==> src/rtl/pwm_pkg.sv <==
// pwm_pkg - shared types, constants and helpers for the PWM timebase.
//
// Contents:
//   pwm_mode_e        counting mode of one channel (edge-aligned / center-aligned)
//   PWM_MIN_PERIOD_*  smallest period that still produces a well-formed waveform
//   pwm_clamp_period  maps a requested period onto the period actually used
package pwm_pkg;

    typedef enum logic {
        PWM_MODE_EDGE   = 1'b0,
        PWM_MODE_CENTER = 1'b1
    } pwm_mode_e;

    localparam int PWM_MIN_PERIOD_EDGE   = 2;
    localparam int PWM_MIN_PERIOD_CENTER = 3;

    // Works on 64-bit values so one function serves every counter width; the
    // caller zero-extends its operand and truncates the result back.
    // A zero request selects the default, which is clamped like any other value.
    function automatic logic [63:0] pwm_clamp_period(input logic [63:0] period,
                                                     input logic [63:0] dflt,
                                                     input pwm_mode_e   mode);
        logic [63:0] p;
        logic [63:0] pmin;
        p    = (period == 64'd0) ? dflt : period;
        pmin = (mode == PWM_MODE_CENTER) ? 64'(PWM_MIN_PERIOD_CENTER)
                                         : 64'(PWM_MIN_PERIOD_EDGE);
        if (p < pmin) begin
            p = pmin;
        end
        return p;
    endfunction

endpackage

==> src/rtl/pwm_timebase_mc_channel.sv <==
// pwm_tb_channel - one PWM timebase channel: shadowed period/mode, counter and
// period boundary pulses.
//
// Ports:
//   clk, rst_n      clock, asynchronous active-low reset
//   enable          run enable; while low the channel idles at 0 and tracks
//                   the requested period/mode in its shadow registers
//   center_mode     requested mode (1 = center-aligned)
//   period_cycles   requested period in ticks (clamped before use)
//   tick            shared count enable
//   sync_restart    restart to 0 and reload shadows
//   cnt, dir_down   current count and down-phase flag (0 while disabled)
//   period_start    first tick of a period (combinational)
//   period_end      last tick of a period (combinational)
//   period_eff      active (shadowed, clamped) period
module pwm_tb_channel
    import pwm_pkg::*;
#(
    parameter int CNT_WIDTH             = 32,
    parameter int DEFAULT_PERIOD_CYCLES = 5000
) (
    input  logic                 clk,
    input  logic                 rst_n,
    input  logic                 enable,
    input  logic                 center_mode,
    input  logic [CNT_WIDTH-1:0] period_cycles,
    input  logic                 tick,
    input  logic                 sync_restart,
    output logic [CNT_WIDTH-1:0] cnt,
    output logic                 dir_down,
    output logic                 period_start,
    output logic                 period_end,
    output logic [CNT_WIDTH-1:0] period_eff
);

    localparam logic [CNT_WIDTH-1:0] ONE = CNT_WIDTH'(1);
    localparam logic [CNT_WIDTH-1:0] TWO = CNT_WIDTH'(2);
    localparam logic [CNT_WIDTH-1:0] PER_RST =
        CNT_WIDTH'(pwm_clamp_period(64'(DEFAULT_PERIOD_CYCLES),
                                    64'(DEFAULT_PERIOD_CYCLES), PWM_MODE_EDGE));

    pwm_mode_e            cand_mode;
    pwm_mode_e            mode_q;
    logic [CNT_WIDTH-1:0] cand_per;
    logic [CNT_WIDTH-1:0] per_q;
    logic [CNT_WIDTH-1:0] cnt_q;
    logic [CNT_WIDTH-1:0] cnt_d;
    logic                 dir_q;
    logic                 dir_d;
    logic                 at_top;
    logic                 at_bottom;
    logic                 end_c;
    logic                 start_c;

    always_comb begin
        cand_mode = center_mode ? PWM_MODE_CENTER : PWM_MODE_EDGE;
        cand_per  = CNT_WIDTH'(pwm_clamp_period(64'(period_cycles),
                                                64'(DEFAULT_PERIOD_CYCLES), cand_mode));
    end

    // ">=" / "<=" rather than "==" keep the counter bounded by P-1 even if the
    // active period were ever smaller than the current count.
    always_comb begin
        at_top    = (cnt_q >= (per_q - ONE));
        at_bottom = (cnt_q <= ONE);
        end_c     = enable & tick & ((mode_q == PWM_MODE_CENTER) ? (dir_q & at_bottom) : at_top);
        start_c   = enable & tick & (cnt_q == '0) & ~dir_q;
    end

    always_comb begin
        cnt_d = cnt_q;
        dir_d = dir_q;
        if (mode_q == PWM_MODE_CENTER) begin
            if (!dir_q) begin
                if (at_top) begin
                    cnt_d = per_q - TWO;
                    dir_d = 1'b1;
                end else begin
                    cnt_d = cnt_q + ONE;
                end
            end else if (at_bottom) begin
                cnt_d = '0;
                dir_d = 1'b0;
            end else begin
                cnt_d = cnt_q - ONE;
            end
        end else begin
            cnt_d = at_top ? '0 : (cnt_q + ONE);
            dir_d = 1'b0;
        end
    end

    // Shadow reload happens only where the counter restarts from 0 (disable,
    // restart, period end), so a new period never truncates the current one.
    always_ff @(posedge clk or negedge rst_n) begin
        if (!rst_n) begin
            cnt_q  <= '0;
            dir_q  <= 1'b0;
            per_q  <= PER_RST;
            mode_q <= PWM_MODE_EDGE;
        end else if (!enable) begin
            cnt_q  <= '0;
            dir_q  <= 1'b0;
            per_q  <= cand_per;
            mode_q <= cand_mode;
        end else if (sync_restart) begin
            cnt_q  <= '0;
            dir_q  <= 1'b0;
            per_q  <= cand_per;
            mode_q <= cand_mode;
        end else if (tick) begin
            cnt_q <= cnt_d;
            dir_q <= dir_d;
            if (end_c) begin
                per_q  <= cand_per;
                mode_q <= cand_mode;
            end
        end
    end

    // Gating on enable makes a disabled channel read 0 from the first cycle.
    assign cnt          = enable ? cnt_q : '0;
    assign dir_down     = enable & dir_q;
    assign period_start = start_c;
    assign period_end   = end_c;
    assign period_eff   = per_q;

endmodule

==> src/rtl/pwm_timebase_mc.sv <==
// pwm_timebase_mc - multi-channel PWM timebase with double-buffered periods.
//
// Optional feature: define PWM_TB_PRESCALER_EN to add the shared prescaler
// and the psc_div port; otherwise every clock is a count tick.
//
// Ports:
//   clk, rst_n      clock, asynchronous active-low reset
//   enable          per-channel run enable
//   center_mode     per-channel mode request (1 = center-aligned)
//   period_cycles   per-channel period request, in ticks
//   sync_restart    one-cycle pulse restarting all enabled channels
//   psc_div         tick every psc_div+1 clocks (PWM_TB_PRESCALER_EN only)
//   cnt             per-channel count
//   dir_down        per-channel down-phase flag
//   period_start    per-channel first tick of a period
//   period_end      per-channel last tick of a period
//   period_eff      per-channel active period
module pwm_timebase_mc
    import pwm_pkg::*;
#(
    parameter int CNT_WIDTH             = 32,
    parameter int NUM_CH                = 4,
    parameter int DEFAULT_PERIOD_CYCLES = 5000,
    parameter int PSC_WIDTH             = 16
) (
    input  logic                              clk,
    input  logic                              rst_n,
    input  logic [NUM_CH-1:0]                 enable,
    input  logic [NUM_CH-1:0]                 center_mode,
    input  logic [NUM_CH-1:0][CNT_WIDTH-1:0]  period_cycles,
    input  logic                              sync_restart,
`ifdef PWM_TB_PRESCALER_EN
    input  logic [PSC_WIDTH-1:0]              psc_div,
`endif
    output logic [NUM_CH-1:0][CNT_WIDTH-1:0]  cnt,
    output logic [NUM_CH-1:0]                 dir_down,
    output logic [NUM_CH-1:0]                 period_start,
    output logic [NUM_CH-1:0]                 period_end,
    output logic [NUM_CH-1:0][CNT_WIDTH-1:0]  period_eff
);

    logic tick;

`ifdef PWM_TB_PRESCALER_EN
    logic [PSC_WIDTH-1:0] psc_cnt_q;
    logic [PSC_WIDTH-1:0] psc_div_q;
    logic [PSC_WIDTH-1:0] psc_lim;

    // The divisor is captured on the first clock of each prescaler period;
    // that same clock compares against the live value so a new divisor
    // governs the whole period it starts.
    always_comb begin
        psc_lim = (psc_cnt_q == '0) ? psc_div : psc_div_q;
    end

    assign tick = (psc_cnt_q == '0);

    always_ff @(posedge clk or negedge rst_n) begin
        if (!rst_n) begin
            psc_cnt_q <= '0;
            psc_div_q <= '0;
        end else if (sync_restart) begin
            psc_cnt_q <= '0;
        end else begin
            if (psc_cnt_q == '0) begin
                psc_div_q <= psc_div;
            end
            psc_cnt_q <= (psc_cnt_q >= psc_lim) ? '0 : (psc_cnt_q + PSC_WIDTH'(1));
        end
    end
`else
    // Constant 1 for any legal prescaler width.
    assign tick = (PSC_WIDTH > 0);
`endif

    for (genvar i = 0; i < NUM_CH; i++) begin : g_ch
        pwm_tb_channel #(
            .CNT_WIDTH             (CNT_WIDTH),
            .DEFAULT_PERIOD_CYCLES (DEFAULT_PERIOD_CYCLES)
        ) u_ch (
            .clk           (clk),
            .rst_n         (rst_n),
            .enable        (enable[i]),
            .center_mode   (center_mode[i]),
            .period_cycles (period_cycles[i]),
            .tick          (tick),
            .sync_restart  (sync_restart),
            .cnt           (cnt[i]),
            .dir_down      (dir_down[i]),
            .period_start  (period_start[i]),
            .period_end    (period_end[i]),
            .period_eff    (period_eff[i])
        );
    end

endmodule

==> config.mk <==
export PLATFORM = sky130hd
export DESIGN_NAME = pwm_timebase_mc
export DESIGN_NICKNAME = d
export VERILOG_FILES = /design/src/rtl/pwm_pkg.sv /design/src/rtl/pwm_timebase_mc_channel.sv /design/src/rtl/pwm_timebase_mc.sv
export SDC_FILE = /design/constraint.sdc
export NUM_CORES = 1
export LEC_CHECK = 0
export CORE_MARGIN = 1.5
export CORE_UTILIZATION = 55
export DETAILED_ROUTE_END_ITERATION = 16
export GPL_ROUTABILITY_DRIVEN = 0
export GPL_TIMING_DRIVEN = 0
export PLACE_DENSITY = 0.82
export SETUP_SLACK_MARGIN = 0.2
export SYNTH_ARGS = -nofsm -noshare
export SYNTH_HDL_FRONTEND = slang
export SYNTH_SLANG_ARGS = --single-unit
==> constraint.sdc <==
create_clock -name clk -period 7.25 [get_ports clk]
set_input_delay 1.45 -clock clk [delete_from_list [all_inputs] [get_ports clk]]
set_output_delay 1.45 -clock clk [all_outputs]
set_load 0.1 [all_outputs]
==> results.md, run 1 <==
Status:
- The flow ran to the end, and the final reports show no timing, DRC or antenna violations.

Setup path:
- The arrival time at the worst endpoint is 5480 ps.
- The number of cells on the worst reg-to-reg path is 21.
- The startpoint identified for the worst register-to-register timing path is g_ch[1].u_ch.period_eff[1].
- The destination of the critical timing path is period_end[0].
- STA classifies the critical path endpoint as an output port.
- The worst-path maximum fanout is 10.
- The endpoint identified for the worst register-to-register timing path is g_ch[1].u_ch.cnt_q[1].
- The startpoint of the most critical setup path is g_ch[0].u_ch.period_eff[13].
- The worst register-to-register path has a setup slack of 1450 ps.
- The setup path with the least slack is of type reg2out.
- The worst setup path is launched from a register.
- STA puts the critical path data required time at 5800 ps.

STA:
- The share of the cycle needed by the critical path after routing is 95.6%.
- The upper clock frequency limit is 0.144 GHz.
- The smallest hold slack is 529 ps.
- The max-slew violation count was 0.
- The hold violation count in the final report came to 0.
- The clock skew is 30.0 ps.
- Headroom to the max-slew limit came out at 20.8%.
- Adding up every negative setup slack in the final design gives 0 ps.
- The number of failing setup endpoints in the final timing report is 0.
- For the pin with the worst max-slew slack, the measured transition is 1180 ps.
- After layout, the minimum clock period comes to 6930 ps.
- Setup repair after global routing could not meet its margin everywhere.

Routing:
- After the first detailed-routing iteration, the DRC count stood at 3548.
- The number of vias per cell is 6.41.
- The count of antenna-violating nets left after detailed routing is 0.
- Summed over all layers, the routed wires come to 89.3 mm.
- The final route contains 26731 vias.
- In the final routed layout, each cell accounts on average for 21.4 µm.
- The residual DRC count is 0.
- The iteration count of the initial detailed-routing pass is 8.

Floorplan:
- The count of pins on the block boundary is 407.
- The die span in y is 216 µm.
- The total area inside the core boundary comes to 0.0445 mm².
- The floorplan die area is 0.0467 mm².
- In this run the core area contains 77 standard-cell rows.
- The die is 216 µm wide.
- The initial core utilization is 56.1%.

CTS:
- The CTS H-tree depth is 2.
- The root buffer cell is sky130_fd_sc_hd__clkbuf_16.
- The TritonCTS buffer count is 36.
- The number of buffers on the longest clock path is 3.
- TritonCTS built the clock tree.
- After clock tree synthesis, the clock-pin slew on the worst setup and hold paths is 60 ps.
- The clock net in this run drives a total of 264 sinks.
- The clock latency on the worst-skew pair is 580 ps.
- The total of hold buffers inserted after clock tree synthesis is 0.

Placed design:
- In this run the tool buffered the top-level ports with 403 buffer cells.
- The number of cells after detailed placement is 4097.
- The total half-perimeter wirelength after legalization and detailed placement is 68.4 mm.

Global routing:
- Summed over all layers, the global routing overflow is 0.
- Entering global routing, the biggest net connects 110 pins.
- Global routing consumed, over all layers together, 37.3% of the routing resources.
- The number of antenna violations at the first check in global routing is 0.
- The via count of the first global-routing pass is 26027.
- The first global-routing pass estimated 140 mm of wire.

Pwr:
- Net switching is 40.6% of the power.
- In this run the power spent charging and discharging nets is 2.19 mW.
- The analysis attributes to cell leakage a power of 12.7 nW.
- Cell internal power was estimated by the tool at 3.21 mW.
- VDD sags by at most 0.000200 V.
- In this run the power density over the cells is 173 mW/mm².
- The combinational cell fraction of total power is 35.1%.
- The clock network power share is 33.5%.
- Per report_power, the sequential group accounts for 31.4% of the total.

Cells and area:
- The fraction of final layout cells sized beyond drive strength 1 is 8.50%.
- The most common library cell in the layout ignoring fill and taps is sky130_fd_sc_hd__clkdlybuf4s50_1.
- The final core area utilization is 70.2%.
- The net total in the final layout is 3844.
- The count of filler cells inserted in the layout is 3438.
- Excluding fillers, the count of instances in the completed layout stands at 4169.
- The area added between synthesis and finish is 25.2%.
- The top cell types in the final layout, fill and taps aside, are 398 x sky130_fd_sc_hd__clkdlybuf4s50_1, 304 x sky130_fd_sc_hd__nor2_1, 267 x sky130_fd_sc_hd__nand2_1.
- The antenna cell count is 0.

Yosys:
- The number of synthesis warnings is 0.
- After synthesis, the netlist uses 94 different library cells.
- After synthesis, flip-flops and latches occupy 26.6% of the total area.
- The share of flip-flops with an asynchronous set or reset is 100%.
- The synthesized netlist occupies a cell area of 0.0250 mm².
- The count of flip-flops with a built-in enable after synthesis is 0.
- After synthesis the netlist holds a flip-flop and latch count of 264.
- When the netlist entered floorplanning its net count stood at 3395.
- The average instance in the mapped netlist occupies 8.05 µm².
- Synthesis handed over a netlist of 3100 instances.
- For this run, the leading register cell type out of synthesis is sky130_fd_sc_hd__dfrtp_1.

Worst hold path:
- The class of the most critical hold timing path is reg2reg.

Job:
- The total of max-cap violations is 0.
==> cell families after synthesis <==
kind of cell	count (synthesis)	synth area share [%]
buf+inv	301	4.98
simple gates	1358	27.9
flops	264	26.6
mux	117	5.19
xor+xnor	403	14.1
fa+ha+maj	156	7.82
compound gates	501	13.4
==> cell type report <==
type	instances	area [µm²]	area share [%]
Clock buffer	54	1070	3.42
Inverter	60	228	0.729
Buffer	240	1030	3.28
Multi-Input combinational cell	2535	17300	55.4
Sequential cell	264	6630	21.2
Timing Repair Buffer	412	4140	13.3
Clock inverter	12	101	0.324
Tap cell	592	741	2.37
==> worst max-delay path: stages (launching register included) <==
cell,delay (ps)
sky130_fd_sc_hd__dfrtp_1,380
sky130_fd_sc_hd__buf_2,180
sky130_fd_sc_hd__or4_1,590
sky130_fd_sc_hd__or3b_1,420
sky130_fd_sc_hd__nor3_1,260
sky130_fd_sc_hd__nand2_1,210
sky130_fd_sc_hd__a21oi_2,270
sky130_fd_sc_hd__nand2b_1,90
sky130_fd_sc_hd__xor2_1,150
sky130_fd_sc_hd__ha_1,300
sky130_fd_sc_hd__a21o_1,190
sky130_fd_sc_hd__a21o_1,180
sky130_fd_sc_hd__a21oi_1,200
sky130_fd_sc_hd__o211a_1,180
sky130_fd_sc_hd__clkbuf_2,240
sky130_fd_sc_hd__inv_4,110
sky130_fd_sc_hd__nor2_4,120
sky130_fd_sc_hd__clkbuf_4,230
sky130_fd_sc_hd__o22ai_1,110
sky130_fd_sc_hd__and2_1,190
sky130_fd_sc_hd__buf_4,120
sky130_fd_sc_hd__buf_6,170
==> Yosys cell counts, drive strengths merged (8+ instances only) <==
master,instances,area [µm²]
a211oi,14,105
a21o,22,165
a21oi,144,724
a221oi,14,123
a22oi,19,143
a31oi,29,181
and2,157,982
and3,35,219
and4,11,96.3
buf,54,313
clkbuf,187,704
dfrtp,244,6110
dfstp,20,526
ha,156,1950
inv,59,221
mux2,100,1130
mux2i,17,170
nand2,268,1010
nand2b,26,163
nand3,125,626
nand4,73,457
nor2,306,1150
nor2b,10,62.6
nor3,120,616
nor3b,12,90.1
nor4,103,693
o211a,8,80.1
o21a,17,129
o21ai,75,383
o221a,12,135
o221ai,11,103
o22ai,51,319
o32ai,14,123
or2,19,119
or3,45,287
or4,32,253
xnor2,211,1850
xor2,192,1680
==> worst min-delay path by stage <==
stage	startpoint	end	slack (ps)	cells after the start
final	g_ch[0].u_ch.period_eff[8]	g_ch[0].u_ch.period_eff[8]	530	2
after global routing	g_ch[0].u_ch.period_eff[8]	g_ch[0].u_ch.period_eff[8]	580	2
after CTS	g_ch[0].u_ch.period_eff[8]	g_ch[0].u_ch.period_eff[8]	530	2
after detailed placement	g_ch[0].u_ch.period_eff[8]	g_ch[0].u_ch.period_eff[8]	520	2
after global placement	g_ch[0].u_ch.period_eff[8]	g_ch[0].u_ch.period_eff[8]	510	2
after floorplan	g_ch[3].u_ch.cnt_q[0]	g_ch[3].u_ch.cnt_q[0]	520	1
==> power by group through the flow <==
| stage | clock, mW | sequential [mW] | combinational, mW |
|---|---|---|---|
| finish | 1.81 | 1.70 | 1.90 |
| detailed placement | 0 | 1.71 | 1.85 |
| floorplan | 0 | 2.13 | 0.862 |
| global placement | 0 | 1.71 | 1.80 |
| global route | 1.88 | 1.70 | 2.00 |
| CTS | 1.82 | 1.69 | 1.86 |
==> what timing repair did <==
item,CTS,global route
endpoints found under the hold margin,0,0
pin swaps,0,4
setup endpoints to repair,4,4
gates resized for setup,46,31
setup buffers,2,5
==> sequential cells by signal, indices dropped and copies added, names as in the netlist <==
register	cells
g_ch.u_ch.mode_q	4
g_ch.u_ch.period_eff	128
g_ch.u_ch.cnt_q	128
g_ch.u_ch.dir_q	4
==> stage by stage <==
stage          cell area (µm²)  power [mW]  setup slack (ps)
5_1_grt                  31200        5.58               123
6_report                 31200        5.41               320
2_1_floorplan            25000        3.00               584
3_5_place_dp             29800        3.55              -948
3_3_place_gp             29700        3.51             -7100
4_1_cts                  31100        5.37              88.0
==> routing by layer <==
metal	share of wire (%)	GRT usage, %
met1	38	46.9
met3	11	7.54
met4	5.1	18.6
met2	46	60.9
met5	0	0
(Power assumes the default switching activity.)
==> run 2, diff against run 1 <==
Settings changed: SKIP_LAST_GASP set to 1.
==> results of run 2 <==
Final layout, timing and power as in run 1 (identical DEF).
